--- src/rtl/fb_pkg.sv ---
// Shared types and constants for the framebuffer port-A scheduler.
package fb_pkg;

  localparam int FB_W       = 320;
  localparam int FB_H       = 240;
  localparam int FB_ADDR_W  = 17;
  localparam int PAL_ADDR_W = 8;

  typedef enum logic [1:0] {
    IDLE = 2'd0,
    RUN  = 2'd1,
    DONE = 2'd2
  } fill_state_t;

  typedef struct packed {
    logic [8:0] x0;
    logic [7:0] y0;
    logic [8:0] w;
    logic [7:0] h;
    logic [7:0] color;
  } fill_cmd_t;

  // A rectangle is legal when it is non-empty and lies entirely on screen.
  // The sums are one bit wider than the operands so they cannot wrap.
  function automatic logic fill_cmd_ok(input fill_cmd_t c);
    logic [9:0] x_end;
    logic [8:0] y_end;
    x_end = {1'b0, c.x0} + {1'b0, c.w};
    y_end = {1'b0, c.y0} + {1'b0, c.h};
    return (c.w != 9'd0) && (c.h != 8'd0) &&
           (x_end <= 10'(FB_W)) && (y_end <= 9'(FB_H));
  endfunction

endpackage

--- src/rtl/fb_fill_engine.sv ---
// Rectangle fill engine: validates a command, then walks the rectangle in
// raster order, presenting one pixel write per grant.
//
//   state | meaning
//   IDLE  | waiting for fill_start; invalid commands pulse fill_err
//   RUN   | requesting the port; each grant writes one pixel and advances
//   DONE  | one-cycle fill_done pulse, then back to IDLE
module fb_fill_engine
  import fb_pkg::*;
(
  input  logic                 clk_pixel,
  input  logic                 reset_n,
  input  logic                 fill_start,
  input  logic                 fill_abort,
  input  fill_cmd_t            fill_cmd,
  output logic                 fill_req,
  input  logic                 fill_gnt,
  output logic [FB_ADDR_W-1:0] fill_addr,
  output logic [7:0]           fill_data,
  output logic                 fill_busy,
  output logic                 fill_done,
  output logic                 fill_err
);

  fill_state_t          state_q, state_d;
  logic [FB_ADDR_W-1:0] addr_q, addr_d;
  logic [8:0]           cnt_x_q, cnt_x_d, w_q;
  logic [7:0]           cnt_y_q, cnt_y_d, h_q, color_q;
  logic                 err_q, err_d;
  logic                 load;
  logic [FB_ADDR_W-1:0] start_addr;
  logic [9:0]           row_step;
  logic                 last_col, last_row;

  assign start_addr = 17'(fill_cmd.y0) * 17'(FB_W) + 17'(fill_cmd.x0);
  // Jump from the last pixel of a row to the first pixel of the next one.
  assign row_step   = 10'(FB_W) - {1'b0, w_q} + 10'd1;
  assign last_col   = (cnt_x_q == w_q - 9'd1);
  assign last_row   = (cnt_y_q == h_q - 8'd1);

  // State and address-generator registers.
  always_ff @(posedge clk_pixel) begin
    if (!reset_n) begin
      state_q <= IDLE;
      addr_q  <= '0;
      cnt_x_q <= '0;
      cnt_y_q <= '0;
      w_q     <= '0;
      h_q     <= '0;
      color_q <= '0;
      err_q   <= 1'b0;
    end else begin
      state_q <= state_d;
      addr_q  <= addr_d;
      cnt_x_q <= cnt_x_d;
      cnt_y_q <= cnt_y_d;
      err_q   <= err_d;
      if (load) begin
        w_q     <= fill_cmd.w;
        h_q     <= fill_cmd.h;
        color_q <= fill_cmd.color;
      end
    end
  end

  // Next-state logic; a start in IDLE always beats a simultaneous abort.
  always_comb begin
    state_d = state_q;
    addr_d  = addr_q;
    cnt_x_d = cnt_x_q;
    cnt_y_d = cnt_y_q;
    err_d   = 1'b0;
    load    = 1'b0;
    unique case (state_q)
      IDLE: begin
        if (fill_start) begin
          if (fill_cmd_ok(fill_cmd)) begin
            load    = 1'b1;
            addr_d  = start_addr;
            cnt_x_d = '0;
            cnt_y_d = '0;
            state_d = RUN;
          end else begin
            err_d = 1'b1;
          end
        end
      end
      RUN: begin
        if (fill_gnt) begin
          if (last_col) begin
            addr_d  = addr_q + {7'd0, row_step};
            cnt_x_d = '0;
            cnt_y_d = cnt_y_q + 8'd1;
          end else begin
            addr_d  = addr_q + 17'd1;
            cnt_x_d = cnt_x_q + 9'd1;
          end
          if (last_col && last_row) state_d = DONE;
        end
        // The write granted in the abort cycle still goes out.
        if (fill_abort) state_d = DONE;
      end
      DONE:    state_d = IDLE;
      default: state_d = IDLE;
    endcase
  end

  assign fill_req  = (state_q == RUN);
  assign fill_busy = (state_q == RUN);
  assign fill_done = (state_q == DONE);
  assign fill_err  = err_q;
  assign fill_addr = addr_q;
  assign fill_data = color_q;

endmodule

--- src/rtl/fb_port_a_sched.sv ---
// Port-A scheduler: arbitrates one framebuffer/palette access per cycle
// between the host command stream and the rectangle-fill engine.
module fb_port_a_sched
  import fb_pkg::*;
#(
  parameter bit PAL_SYNC_VBLANK    = 1'b1,
  parameter bit FILL_DURING_ACTIVE = 1'b1
) (
  input  logic                  clk_pixel,
  input  logic                  reset_n,
  input  logic                  host_valid,
  output logic                  host_ready,
  input  logic                  host_is_pal,
  input  logic                  host_we,
  input  logic [FB_ADDR_W-1:0]  host_addr,
  input  logic [23:0]           host_wdata,
  output logic [23:0]           host_rdata,
  output logic                  host_rvalid,
  input  logic                  vblank,
  input  logic                  fill_start,
  input  logic                  fill_abort,
  input  logic [8:0]            fill_x0,
  input  logic [7:0]            fill_y0,
  input  logic [8:0]            fill_w,
  input  logic [7:0]            fill_h,
  input  logic [7:0]            fill_color,
  output logic                  fill_busy,
  output logic                  fill_done,
  output logic                  fill_err,
  output logic [FB_ADDR_W-1:0]  rgb_addr,
  output logic [7:0]            rgb_in,
  output logic                  wren_rgb,
  input  logic [7:0]            rgb_out,
  output logic [PAL_ADDR_W-1:0] palette_addr,
  output logic [23:0]           palette_in,
  output logic                  wren_palette,
  input  logic [23:0]           palette_out
);

  fill_cmd_t            fill_cmd;
  logic                 fill_req, fill_gnt, fill_elig, fill_first;
  logic [FB_ADDR_W-1:0] fill_addr;
  logic [7:0]           fill_data;
  logic                 host_gnt, pal_hold, read_busy;
  logic                 last_fill_q;
  logic                 rd1_q, rd2_q, rd1_pal_q, rd2_pal_q;

  assign fill_cmd.x0    = fill_x0;
  assign fill_cmd.y0    = fill_y0;
  assign fill_cmd.w     = fill_w;
  assign fill_cmd.h     = fill_h;
  assign fill_cmd.color = fill_color;

  fb_fill_engine u_fill (
    .clk_pixel (clk_pixel),
    .reset_n   (reset_n),
    .fill_start(fill_start),
    .fill_abort(fill_abort),
    .fill_cmd  (fill_cmd),
    .fill_req  (fill_req),
    .fill_gnt  (fill_gnt),
    .fill_addr (fill_addr),
    .fill_data (fill_data),
    .fill_busy (fill_busy),
    .fill_done (fill_done),
    .fill_err  (fill_err)
  );

  // Host is stalled while a read is in flight, while a palette write waits
  // for vblank, or when the fill engine holds round-robin priority.
  assign read_busy  = rd1_q | rd2_q;
  assign pal_hold   = PAL_SYNC_VBLANK && host_is_pal && host_we && !vblank;
  assign fill_elig  = fill_req && (FILL_DURING_ACTIVE || vblank);
  assign fill_first = fill_elig && !last_fill_q;
  assign host_ready = reset_n && !read_busy && !pal_hold && !fill_first;
  assign host_gnt   = host_valid && host_ready;
  assign fill_gnt   = fill_elig && !host_gnt;

  // Registered port-A drive; write enables fall back to 0 whenever idle.
  always_ff @(posedge clk_pixel) begin
    if (!reset_n) begin
      rgb_addr     <= '0;
      rgb_in       <= '0;
      wren_rgb     <= 1'b0;
      palette_addr <= '0;
      palette_in   <= '0;
      wren_palette <= 1'b0;
      last_fill_q  <= 1'b1;
    end else begin
      wren_rgb     <= 1'b0;
      wren_palette <= 1'b0;
      if (host_gnt) begin
        last_fill_q <= 1'b0;
        if (host_is_pal) begin
          palette_addr <= host_addr[PAL_ADDR_W-1:0];
          wren_palette <= host_we;
          if (host_we) palette_in <= host_wdata;
        end else begin
          rgb_addr <= host_addr;
          wren_rgb <= host_we;
          if (host_we) rgb_in <= host_wdata[7:0];
        end
      end else if (fill_gnt) begin
        last_fill_q <= 1'b1;
        rgb_addr    <= fill_addr;
        rgb_in      <= fill_data;
        wren_rgb    <= 1'b1;
      end
    end
  end

  // Read return path: address cycle, RAM cycle, then registered response.
  always_ff @(posedge clk_pixel) begin
    if (!reset_n) begin
      rd1_q       <= 1'b0;
      rd2_q       <= 1'b0;
      rd1_pal_q   <= 1'b0;
      rd2_pal_q   <= 1'b0;
      host_rvalid <= 1'b0;
      host_rdata  <= '0;
    end else begin
      rd1_q       <= host_gnt && !host_we;
      rd1_pal_q   <= host_is_pal;
      rd2_q       <= rd1_q;
      rd2_pal_q   <= rd1_pal_q;
      host_rvalid <= rd2_q;
      if (rd2_q) host_rdata <= rd2_pal_q ? palette_out : {16'd0, rgb_out};
    end
  end

endmodule
--- config.mk ---
export PLATFORM = sky130hd
export DESIGN_NAME = fb_port_a_sched
export DESIGN_NICKNAME = d
export VERILOG_FILES = /design/src/rtl/fb_pkg.sv /design/src/rtl/fb_fill_engine.sv /design/src/rtl/fb_port_a_sched.sv
export SDC_FILE = /design/constraint.sdc
export NUM_CORES = 1
export LEC_CHECK = 0
export ABC_AREA = 1
export CORE_MARGIN = 8
export CORE_UTILIZATION = 39
export DETAILED_ROUTE_END_ITERATION = 8
export HOLD_SLACK_MARGIN = 0.06
export PLACE_DENSITY_LB_ADDON = 0.3
export SYNTH_ARGS = -nofsm -noshare
export SYNTH_HDL_FRONTEND = slang
export SYNTH_SLANG_ARGS = --single-unit
--- constraint.sdc ---
create_clock -name clk_pixel -period 3.3 [get_ports clk_pixel]
set_input_delay 0.66 -clock clk_pixel [delete_from_list [all_inputs] [get_ports clk_pixel]]
set_output_delay 0.66 -clock clk_pixel [all_outputs]
set_load 0.005 [all_outputs]
==> metrics.md <==
| Metric | Value |
|---|---|
| Status | `finished clean` |
| Placer Congestion | `0.929` |
| Initial drt markers | `515` |
| Row cnt | `55` |
| ANT cells | `0` |
| Syn avg cell area | `6.65 sq um` |
| Synth area leader | `dfxtp_1` |
| Nets | `1728` |
| Power consumption | `5500 uW` |
| Die area | `0.0277 sq mm` |
| Synth top area share | `0.342` |
| Number of flops mapped to enable cells by yosys | `0` |
| Vias in the first global route | `8590` |
| Yosys warns | `0` |
| Top-count cell post-synth | `nand2_1` |
| Max clock buf depth | `2` |
| TritonCTS buffer count | `17` |
| Post-DRT Antenna Nets | `0` |
| Drc violations | `0` |
| Vias | `9233` |
| PD cells | `454 mW/mm^2` |
| WL final | `27700 microns` |
| Worst-Skew Late Latency | `430 ps` |
| Synth top cells by count | `nand2_1, nor2_1, dfxtp_1, o21ai_0, inv_1` |
| Post-synth top flop | `dfxtp_1` |
| Setup violations, final | `0` |
| First-pass GRT wire length | `44800 microns` |
| Clock Skew | `10.9 ps` |
| Avg WL per Cell | `15.0 microns` |
| Filler cells | `2142` |
| Design Area, Final | `0.0121 sq mm` |
| Initial antenna violation count | `0` |
| Register area | `0.00302 sq mm` |
| Max-Cap Viols | `0` |
| P&R area growth vs syn | `37.1%` |
| GRT Residual Overflow | `0` |
| Placed wire-length estimate | `21200 microns` |
| Leakage | `0.00539 uW` |
| Die height | `167 microns` |
| Multi-input gate area | `0.00522 sq mm` |
| Mapped Area | `0.00884 sq mm` |
| Yosys reg bits | `151` |
| Synthesized net count | `1505` |
| Period utilization | `0.934` |
| Tmin final | `3080 ps` |
| Fmax | `324 MHz` |
| Worst Hold End | `rd2_pal_q` |
| Crit path cell chain | `inv_4, ha_4, nand2_1, nor2_2, nand2_1, xor2_1, nand2_1, nor2_2, nand2_2, buf_8, nor2_1, ha_1, inv_1, o21ai_0, a22oi_1, nand3_1, nand2_1, o21ai_0, nand3_1, o21ai_0, nor2_1, nor2_1` |
| Core Footprint | `0.0224 sq mm` |
| Critical R2R Launch | `u_fill.w_q[1]` |
| PortBufs | `210` |
| DRT Pass-1 Iters | `5` |
| Largest net degree at the start of global routing | `71` |
| Reg2Reg Capture Point | `u_fill.fill_addr[13]` |
| CTS H-tree lvls | `4` |
| Final Max Tran Viols | `0` |
| CP max-delay cell | `dfxtp_2` |
| Slew HR | `0.366` |
| Fin. Hold Viols | `0` |
| Min-Delay Path Depth | `2` |
| FF-to-FF path depth | `22` |
| IO Pins | `211` |
| GRT Util Overall | `0.195` |
| CTS tree | `done` |
| Crit path max fanout | `16` |
| Worst endpoint required time | `3620 ps` |
| Critical Path Source Type | `flip-flop` |
| Critical path class | `flip-flop to flip-flop` |
| Post-DR vias/cell | `4.99` |
| CTS clk-pin slew, worst paths | `70 ps` |
| Post-Syn Instances | `1330` |
| CP max stage delay | `340 ps` |
| Most common cell on crit path | `nand2_1` |
| Placed inst area | `0.0114 sq mm` |
| CP arrival | `3400 ps` |
| Synth top area cells | `dfxtp_1, nand2_1, nor2_1, o21ai_0, ha_1` |
| Die W | `167 microns` |
| Initial Util | `0.394` |
| Final core utilization | `0.540` |
| Worst slew pin tran | `950 ps` |
| Crit end category | `flip-flop` |
| Worst hold path class | `flip-flop to flip-flop` |
| Synth cell types | `39` |
| Clock root cell | `clkbuf_16` |
| Seq/Total Area, Yosys | `0.342` |
| Worst hold start | `rd1_pal_q` |
| IR drop worst, VDD | `0.332 mV` |
| Layout cells sized above 1 | `0.0856` |
| CTS Sinks | `151` |
| Setup slack, reg-to-reg | `220 ps` |
| Post-synth ARST share | `0` |
## through the flow
step / hold WS (ps) / TNS [ps] / instances / worst slack [ps]
3_3_place_gp: 396 / -4120 / 1813 / -144
3_5_place_dp: 406 / -5320 / 1813 / -159
5_1_grt: 440 / -743 / 1851 / -99.4
6_report: 418 / 0 / 1851 / 218
4_1_cts: 422 / 0 / 1845 / 4.19
2_1_floorplan: 390 / 0 / 1330 / 313
## cells in the final DEF (no fill, tap or decap), drive strengths merged
cell type and count:
bufinv 1, nand3b 9, fa 5, nor2 216
ha 47, clkinv 2, inv 128, nor3 9
a22oi 1, nand3 75, o21ai 128, o211ai 2
a21oi 61, clkdlybuf4s50 209, nand4 18, a21boi 3
clkinvlp 5, o21bai 1, a31oi 34, buf 48
a21o 2, nor3b 1, or2 8, clkbuf 17
xor2 25, dfxtp 151, nor4 1, nand2 341
o21a 3, a211oi 1, xnor2 14
## logic make-up after synthesis
logic type | after synthesis | synth area share
flip-flops | 151 | 0.342
XOR/XNOR | 39 | 0.0386
buffers and inverters | 175 | 0.0794
AND/OR/NAND/NOR | 677 | 0.317
adder cells (fa/ha/maj) | 52 | 0.0779
AO/OA/AOI/OAI | 236 | 0.145
## how the worst max path moves through the flow
stage / start / endpoint / slack [ps] / depth (start not counted)
detailed placement: fill_y0[0] / u_fill.fill_data[0] / -160 / 15
finish: u_fill.w_q[1] / u_fill.fill_addr[13] / 220 / 22
floorplan: u_fill.w_q[1] / u_fill.fill_addr[10] / 310 / 22
CTS: u_fill.w_q[1] / u_fill.fill_addr[14] / 4 / 26
global placement: fill_y0[0] / u_fill.h_q[0] / -140 / 15
global route: u_fill.w_q[1] / u_fill.fill_addr[9] / -100 / 21
## sequential cells by signal (all words and copies together) (netlist names), 9 cells and up
signal            flops
host_rdata           24
palette_in           24
rgb_addr             17
u_fill.cnt_x_q        9
u_fill.fill_addr     17
u_fill.w_q            9
## routing by layer
layer  track usage  wire [microns]
met5             0               0
met4        0.0509             377
met3        0.0411            1660
met2         0.311           12300
met1         0.264           13400
## power by group
part | switching [uW] | internal [uW]
combinational | 806 | 669
clock | 866 | 1070
sequential | 128 | 1970
## repair_timing
action,CTS,global route
hold endpoints to repair,0,0
hold buffers,0,0
cloned,0,1
setup endpoints to repair,10,29
gates resized for setup,1,39
pin swaps,0,20
buffers inserted,0,5
## layout make-up
cell class	count	area share
flip-flops and latches	151	0.250
inverters	121	0.0379
clock inverters	15	0.0131
multi-input cells	1005	0.431
repair buffers	257	0.204
clock buffers	17	0.0351
well taps	285	0.0294
## critical path: cells and delay by family (launching register included)
kind            cells  cell delay (ps)
fa+ha+maj           2              390
compound gates      4              480
flops               1              340
xor+xnor            1              170
simple gates       12             1170
buf+inv             3              410
Note: power is estimated with default switching activity, not from simulation.
